`src/rtl/simd_exec_pipe.sv`:
```
// Registered multi-lane ALU stage (independent or chained lanes) with a per-lane carry register; 1-cycle latency.
// Valid/ready on both sides: a stalled result holds result, valid and carries, and blocks new input.
module simd_exec_pipe #(
  parameter int LANES      = 8,
  parameter int BITS_DATA  = 8,
  parameter int BITS_ALUOP = 4
) (
  input  logic                         clk,
  input  logic                         rst,
  input  logic                         inValid,
  output logic                         inReady,
  input  logic [BITS_ALUOP-1:0]        opCode,
  input  logic                         chainMode,
  input  logic                         clearCarry,
  input  logic [LANES*BITS_DATA-1:0]   arrayA,
  input  logic [LANES*BITS_DATA-1:0]   arrayB,
  output logic                         outValid,
  input  logic                         outReady,
  output logic [LANES*BITS_DATA-1:0]   executionResult,
  output logic [LANES-1:0]             carryTotal
);

  localparam int W = LANES * BITS_DATA;

  localparam logic [BITS_ALUOP-1:0] OP_ADD = BITS_ALUOP'(0);
  localparam logic [BITS_ALUOP-1:0] OP_ADC = BITS_ALUOP'(1);
  localparam logic [BITS_ALUOP-1:0] OP_SUB = BITS_ALUOP'(2);
  localparam logic [BITS_ALUOP-1:0] OP_SBB = BITS_ALUOP'(3);
  localparam logic [BITS_ALUOP-1:0] OP_AND = BITS_ALUOP'(4);
  localparam logic [BITS_ALUOP-1:0] OP_OR  = BITS_ALUOP'(5);
  localparam logic [BITS_ALUOP-1:0] OP_XOR = BITS_ALUOP'(6);
  localparam logic [BITS_ALUOP-1:0] OP_NOT = BITS_ALUOP'(7);
  localparam logic [BITS_ALUOP-1:0] OP_SHL = BITS_ALUOP'(8);
  localparam logic [BITS_ALUOP-1:0] OP_SHR = BITS_ALUOP'(9);

  logic                 accept;
  logic                 hold;
  logic                 writesCarry;
  logic                 isArith;
  logic                 isSub;
  logic                 usesStored;
  logic [LANES-1:0]     storedCin;
  logic [W-1:0]         nextResult;
  logic [LANES-1:0]     nextCarry;
  logic [W-1:0]         wordShl;
  logic [W-1:0]         wordShr;
  logic [BITS_DATA-1:0] laneA;
  logic [BITS_DATA-1:0] laneB;
  logic [BITS_DATA-1:0] laneOp;
  logic [BITS_DATA-1:0] laneRes;
  logic [BITS_DATA:0]   laneSum;
  logic                 laneCin;
  logic                 laneCout;
  logic                 ripple;

  assign inReady = !outValid || outReady;
  assign accept  = inValid && inReady;
  assign hold    = outValid && !outReady;

  // A same-cycle clear forces the incoming ADC/SBB to see a zero carry.
  assign storedCin = clearCarry ? '0 : carryTotal;

  always_comb begin
    isArith     = (opCode == OP_ADD) || (opCode == OP_ADC) ||
                  (opCode == OP_SUB) || (opCode == OP_SBB);
    isSub       = (opCode == OP_SUB) || (opCode == OP_SBB);
    usesStored  = (opCode == OP_ADC) || (opCode == OP_SBB);
    writesCarry = isArith || (opCode == OP_SHL) || (opCode == OP_SHR);
    wordShl     = arrayA << 1;
    wordShr     = arrayA >> 1;
    nextResult  = '0;
    nextCarry   = '0;
    ripple      = 1'b0;
    laneA       = '0;
    laneB       = '0;
    laneOp      = '0;
    laneRes     = '0;
    laneSum     = '0;
    laneCin     = 1'b0;
    laneCout    = 1'b0;
    for (int i = 0; i < LANES; i++) begin
      laneA = arrayA[i*BITS_DATA +: BITS_DATA];
      laneB = arrayB[i*BITS_DATA +: BITS_DATA];
      // Chained lanes above lane 0 take the previous lane's carry of this same op.
      if (chainMode && (i != 0))
        laneCin = ripple;
      else if (usesStored)
        laneCin = chainMode ? storedCin[LANES-1] : storedCin[i];
      else
        laneCin = isSub;
      laneOp  = isSub ? ~laneB : laneB;
      laneSum = {1'b0, laneA} + {1'b0, laneOp} + {{BITS_DATA{1'b0}}, laneCin};
      ripple  = laneSum[BITS_DATA];
      laneRes  = laneA;
      laneCout = 1'b0;
      case (opCode)
        OP_ADD, OP_ADC, OP_SUB, OP_SBB: begin
          laneRes  = laneSum[BITS_DATA-1:0];
          laneCout = laneSum[BITS_DATA];
        end
        OP_AND: laneRes = laneA & laneB;
        OP_OR:  laneRes = laneA | laneB;
        OP_XOR: laneRes = laneA ^ laneB;
        OP_NOT: laneRes = ~laneA;
        OP_SHL: begin
          laneRes  = chainMode ? wordShl[i*BITS_DATA +: BITS_DATA] : (laneA << 1);
          laneCout = laneA[BITS_DATA-1];
        end
        OP_SHR: begin
          laneRes  = chainMode ? wordShr[i*BITS_DATA +: BITS_DATA] : (laneA >> 1);
          laneCout = laneA[0];
        end
        default: laneRes = laneA;
      endcase
      nextResult[i*BITS_DATA +: BITS_DATA] = laneRes;
      nextCarry[i] = laneCout;
    end
  end

  always_ff @(posedge clk or posedge rst) begin
    if (rst) begin
      outValid        <= 1'b0;
      executionResult <= '0;
      carryTotal      <= '0;
    end else begin
      if (accept) begin
        executionResult <= nextResult;
        outValid        <= 1'b1;
      end else if (outReady) begin
        outValid <= 1'b0;
      end
      if (accept && writesCarry)
        carryTotal <= nextCarry;
      else if (clearCarry && !hold)
        carryTotal <= '0;
    end
  end

endmodule
```
`config.mk`:
```
export PLATFORM = sky130hd
export DESIGN_NAME = simd_exec_pipe
export DESIGN_NICKNAME = d
export VERILOG_FILES = /design/src/rtl/simd_exec_pipe.sv
export SDC_FILE = /design/constraint.sdc
export NUM_CORES = 1
export LEC_CHECK = 0
export CAP_MARGIN = 20
export CORE_MARGIN = 2
export CORE_UTILIZATION = 34
export CTS_CLUSTER_DIAMETER = 150
export CTS_CLUSTER_SIZE = 8
export DETAILED_ROUTE_END_ITERATION = 16
export SKIP_LAST_GASP = 1
export SLEW_MARGIN = 20
export SYNTH_ARGS = -nofsm -noshare
export SYNTH_HDL_FRONTEND = slang
export SYNTH_SLANG_ARGS = --single-unit
```
`constraint.sdc`:
```
create_clock -name clk -period 15.2 [get_ports clk]
set_input_delay 2.28 -clock clk [delete_from_list [all_inputs] [get_ports clk]]
set_output_delay 2.28 -clock clk [all_outputs]
set_load 0.02 [all_outputs]
```
---- Word-level counts from Yosys, hierarchy flattened ----
Index checks and enable logic that the tools add are counted.
Widths: inputs -> output; s select.
word-level totals
  bits in registers ....................... 73
  input bits .............................. 138
  logic and storage cells ................. 146
operators by class
  $add $sub $neg .......................... 16
  eq/ne operators ......................... 9
  multiplexer cells ....................... 59
  bitwise logic cells ..................... 40
  reduce and logical (&&, ||, !) cells .... 19
operators with widths
  kind                number
  $pmux 8 s7          8
  $mux 8              18
  $not 8->8           16
  $add 8x8->9         8
  $add 9x1->9         8
  $and 8x8->8         8
  $or 8x8->8          8
  $xor 8x8->8         8
  $mux 1              25
  $pmux 1 s3          8
  $eq 4x3->1 const B  4
  $eq 4x2->1 const B  2
  $eq 4x4->1 const B  2
  $logic_or 1x1->1    8
  $eq 4x1->1 const B  1
  $logic_and 1x1->1   4
  $logic_not 4->1     1
  $reduce_bool 2->1   2
  $reduce_or 4->1     1
  $logic_not 1->1     3

---- Depth between registers and ports, before layout ----
  depth in word-level cells ............... 21
  depth in mapped cells ................... 62
  gate-level depth less buffers ........... 59

---- Worst setup path after synthesis ----
Ideal clock, no wire load.
  path kind ............................... input port to flip-flop
  start point ............................. input opCode[2]
  end point ............................... register executionResult[62]
  data arrival time ....................... 17.500 ns
  required time ........................... 15.117 ns
  slack ................................... -2.383 ns
  stages .................................. 62
  buffers on the path ..................... 3
  cell sequence ........................... buf_4 or2_1 buf_2 nor2_4 buf_4 xnor2_1 fa_1 fa_1 a21o_1 a221oi_1 o21ai_0 a21oi_1 o22ai_1 fa_1 fa_1 a21o_1 a221oi_1 nor2b_1 [26 not listed] a221oi_1 o21ai_0 a21oi_1 o22ai_1 fa_1 fa_1 a21o_1 a221oi_1 o21bai_1 a21oi_1 o22ai_1 fa_1 fa_1 a21o_1 a221oi_1 xnor2_1 a21boi_0 o21ai_0
between the ends
  cells in the longest elaborated chain, start to end .. 20
  elaborated cells on any way between the ends .. 53
  those cells by class .................... 16 x add/sub; 9 x eq/ne; 24 x mux; 4 x reduce/logical
RTL lines
  element                        line        text
  from (decl)                    12          input logic [BITS_ALUOP-1:0] opCode,
  $eq 4x2->1 (on tied branches)  66, 96, 67
  $logic_or 1x1->1               66          isSub = (opCode == OP_SUB) || (opCode == OP_SBB);
  $mux 8                         91          laneOp = isSub ? ~laneB : laneB;
  $add 8x8->9                    92          laneSum = {1'b0, laneA} + {1'b0, laneOp} + {{BITS_DATA{1'b0}}, laneCin};
  $add 9x1->9                    92
  $mux 1                         85          if (chainMode && (i != 0))
  $add 9x1->9                    92
  $mux 1                         85
  [4 not listed]                 --
  $add 9x1->9                    92
  $mux 1                         85
  $add 9x1->9                    92
  $mux 1                         85
  $add 9x1->9                    92
  $mux 1                         85
  $add 9x1->9                    92
  $pmux 8 s7 *                   96          case (opCode)
  to (signal assigned)           127         executionResult <= nextResult;
  to (decl)                      19          output logic [LANES*BITS_DATA-1:0] executionResult,
Every way passes the cells marked *; elsewhere a longest branch is shown, timed or not.
A chain may end at the register's enable or synchronous reset.

---- Worst setup path after layout ----
  start point ............................. input chainMode
  end point ............................... register executionResult[46]
between the ends
  cells in the longest elaborated chain, start to end .. 14
RTL lines
  element        line  text
  from (decl)    13    input logic chainMode,
  $mux 1         88    laneCin = chainMode ? storedCin[LANES-1] : storedCin[i];
  $mux 1         87    else if (usesStored)
  $add 9x1->9    92
  $mux 1         85
  $add 9x1->9    92
  $mux 1         85
  $add 9x1->9    92
  $mux 1         85
  $add 9x1->9    92
  $mux 1         85
  $add 9x1->9    92
  $mux 1 *       85
  $add 9x1->9 *  92
  $pmux 8 s7 *   96
Marks and branches as above.

==> flow_metrics.tcl <==
set metrics [dict create \
    outcome "finished, violations left" \
    violations "negative setup slack" \
    path_class "input port to flip-flop" \
    cts_hold_buf 0 \
    ant_nets 0 \
    nets 2211 \
    place_area_mm2 0.0154 \
    hold_path_class "flip-flop to flip-flop" \
    h-tree-depth 3 \
    fin_ws_ns -1.00 \
    synth_top_area_share_pct 18.5 \
    die_w_um 196 \
    synth_cell_types 79 \
    netlist_area_mm2 0.0125 \
    crit_top_cell "buf_4" \
    cts_tree "yes" \
    p_total_w 0.00117 \
    layout_common_cells "clkdlybuf4s50_1 (204), ha_1 (184), buf_4 (154)" \
    synth_seq_cells 73 \
    p_leak_nw 7.23 \
    dr.pass1.iters 5 \
    grt_pass1_vias 14113 \
    worst_pin_slew_ns 1.19 \
    final_common_cell "clkdlybuf4s50_1" \
    endpoint_kind "flip-flop" \
    drcViolationCount 0 \
    max-slew-margin-rel_pct 20.6 \
    synth-adder-area-share_pct 21.0 \
    critPathBufInv 39 \
    ir_drop_mv 0.0603 \
    gp_congestion 0.931 \
    report.final.setup_viol 10 \
    via_count 14176 \
    power_density_mw_per_mm2 71.7 \
    seq_area_frac_synth_pct 14.6 \
    setup_tns_ns -5.89 \
    cts_root_buf "clkbuf_16" \
    slew_violations 0 \
    startpoint_type "input port" \
    grt_usage_pct 28.8 \
    numCtsBuffers 9 \
    yosys.area_share.simple_pct 13.3 \
    synth_top_family_by_area "compound AO/OA/AOI/OAI gates" \
    fillers 3563 \
    core_mm2 0.0363 \
    io_buffers 211 \
    drive_above_1_share_pct 13.5 \
    netlist_instances 1612 \
    max-cap-violations 0 \
    die_y_um 196 \
    synth_top_cell_by_area "ha_1" \
    design_area_mm2 0.0163 \
    fin_skew_ns 0.0184 \
    syn_area_per_cell_um2 7.74 \
    rsz0062_at_grt "yes" \
    fin_crit_ns 16.20 \
    fin_crit_sh_pct 107 \
    grt_pass1_wl_mm 84.5 \
    drt-initial-drc-count 1467 \
    synth_mux_area_share_pct 4.34 \
    ios 212 \
    dieArea_mm2 0.0382 \
    antenna_found_initial 0 \
    clock_latency_ns 0.37 \
    path_clk_slew_ns 0.06 \
    synth_top_cells_by_area "ha_1 (18%), dfrtp_1 (15%), xnor2_1 (6.0%), o21ai_0 (5.3%), a21oi_1 (5.0%)" \
    rows 70 \
    routedWlPerCell_um 24.0 \
    synth_xor_area_share_pct 6.67 \
    drt_wl_total_mm 56.2 \
    dp_hpwl_mm 37.3 \
    path_max_fanout 2 \
    ys_warn_count 0 \
    vias_per_cell 6.04 \
    crit_required_ns 15.49 \
    antenna_cells 0 \
    place_ws_ns -2.02 \
    syn_nets 1950 \
    area_delta_synth_final_pct 30.6 \
    grt_start_max_net_pins 83 \
    fmax_mhz 61.7 \
    async_flop_share_pct 100 \
    synth-compound-area-share_pct 30.8 \
    synth_edf_count 0 \
    start_util_pct 34.3 \
    grt_overflow_total 0 \
    synthFlopType "dfrtp_1" \
    crit_arrival_ns 16.49 \
    max_stage_delay_ns 0.47 \
    cpMaxStageDelayCell "fa_2" \
    cts_sinks 73 \
    crit_family "compound AO/OA/AOI/OAI gates" \
    hold_viol 0 \
    clockBufferDepth 2 \
]
## area by class of cell
| class | count | area, µm² | area share, % |
|---|---|---|---|
| timing repair buffer | 362 | 3250 | 19.9 |
| clock buffer | 14 | 274 | 1.68 |
| tap | 468 | 586 | 3.59 |
| multi-input combinational | 1271 | 9740 | 59.8 |
| inverter | 156 | 589 | 3.62 |
| clock inverter | 2 | 35.0 | 0.215 |
| sequential | 73 | 1830 | 11.2 |
## cells by family (layout without fill, tap and decap cells)
kind of cell / count (synthesis) / count (layout)
xor gates and xnor gates: 95 / 95
DFF: 73 / 73
adders and majority gates: 200 / 200
AOI/OAI and AO/OA: 587 / 587
muxes: 43 / 43
buffers and inverters: 268 / 534
and+or+nand+nor: 346 / 346
## path summary, 6_finish.rpt
path / startpoint / endpoint / slack, ns / cells after the start
setup / recovery: chainMode / executionResult[46] / -1.00 / 84
hold / removal: executionResult[48] / executionResult[48] / 0.48 / 2
setup reg to reg: carryTotal[7] / executionResult[46] / 0.52 / 83
hold reg to reg: executionResult[48] / executionResult[48] / 0.48 / 2
max in group asynchronous: rst / executionResult[46] / 11.71 / 3
min in group asynchronous: rst / executionResult[44] / 2.40 / 2
## synth_stat cells, types with 14 or more instances
library cell  instances
o221ai_1             22
fa_1                 16
dfrtp_1              73
a21oi_1             125
a21o_1               25
a22o_1               14
buf_4                14
nor2b_1              20
inv_1               154
clkbuf_1             36
a22oi_1              18
xnor2_1              86
ha_1                184
mux2i_1              26
a31oi_1              39
nor2_1               94
a2bb2oi_1            17
nand2_1             115
a211oi_1             24
o21ai_0             132
nand2b_1             21
nand3_1              37
o22ai_1              27
a221oi_1             24
buf_2                58
o211ai_1             33
## where the power goes
group          leakage [nW]  total, W  internal (W)  switching [W]
registers             0.882  0.000258      0.000229      0.0000288
logic                  6.19  0.000664      0.000306       0.000358
clock network         0.153  0.000247      0.000141       0.000106
## metrics by stage
stage | std cells | util (%) | hold slack (ns)
3_5_place_dp | 2270 | 42.4 | 0.469
3_3_place_gp | 2270 | 42.4 | 0.464
4_1_cts | 2333 | 44.4 | 0.483
6_report | 2346 | 44.8 | 0.481
2_1_floorplan | 1612 | - | 0.590
5_1_grt | 2346 | 44.8 | 0.513
## what timing repair did
action,in CTS,in global routing
gates resized for setup,10,24
pin swaps,39,28
setup buffers,47,14
setup endpoints to repair,12,17
## metal layers
layer  share of wire, %  vias up  track usage [%]
li1                   -     6372                -
met1                 42     6775             38.1
met2                 44      856             45.2
met3                9.1      173             5.49
met4                4.8        0             13.7
met5                  0        -                0
## sequential cells by signal (all words and copies together), names as in the netlist
| name | flops |
|---|---|
| carryTotal | 8 |
| executionResult | 64 |
| outValid | 1 |
## worst register-to-register path: cells and delay by family (launching register included)
family                   cells  cell delay, ns
AO/OA/AOI/OAI               27            5.04
XOR/XNOR                     1            0.11
adder cells (fa/ha/maj)     12            4.55
buffers and inverters       38            3.66
flip-flops                   1            0.50
multiplexers                 1            0.35
AND/OR/NAND/NOR              4            0.37
Power figures use the tool's default switching activity.
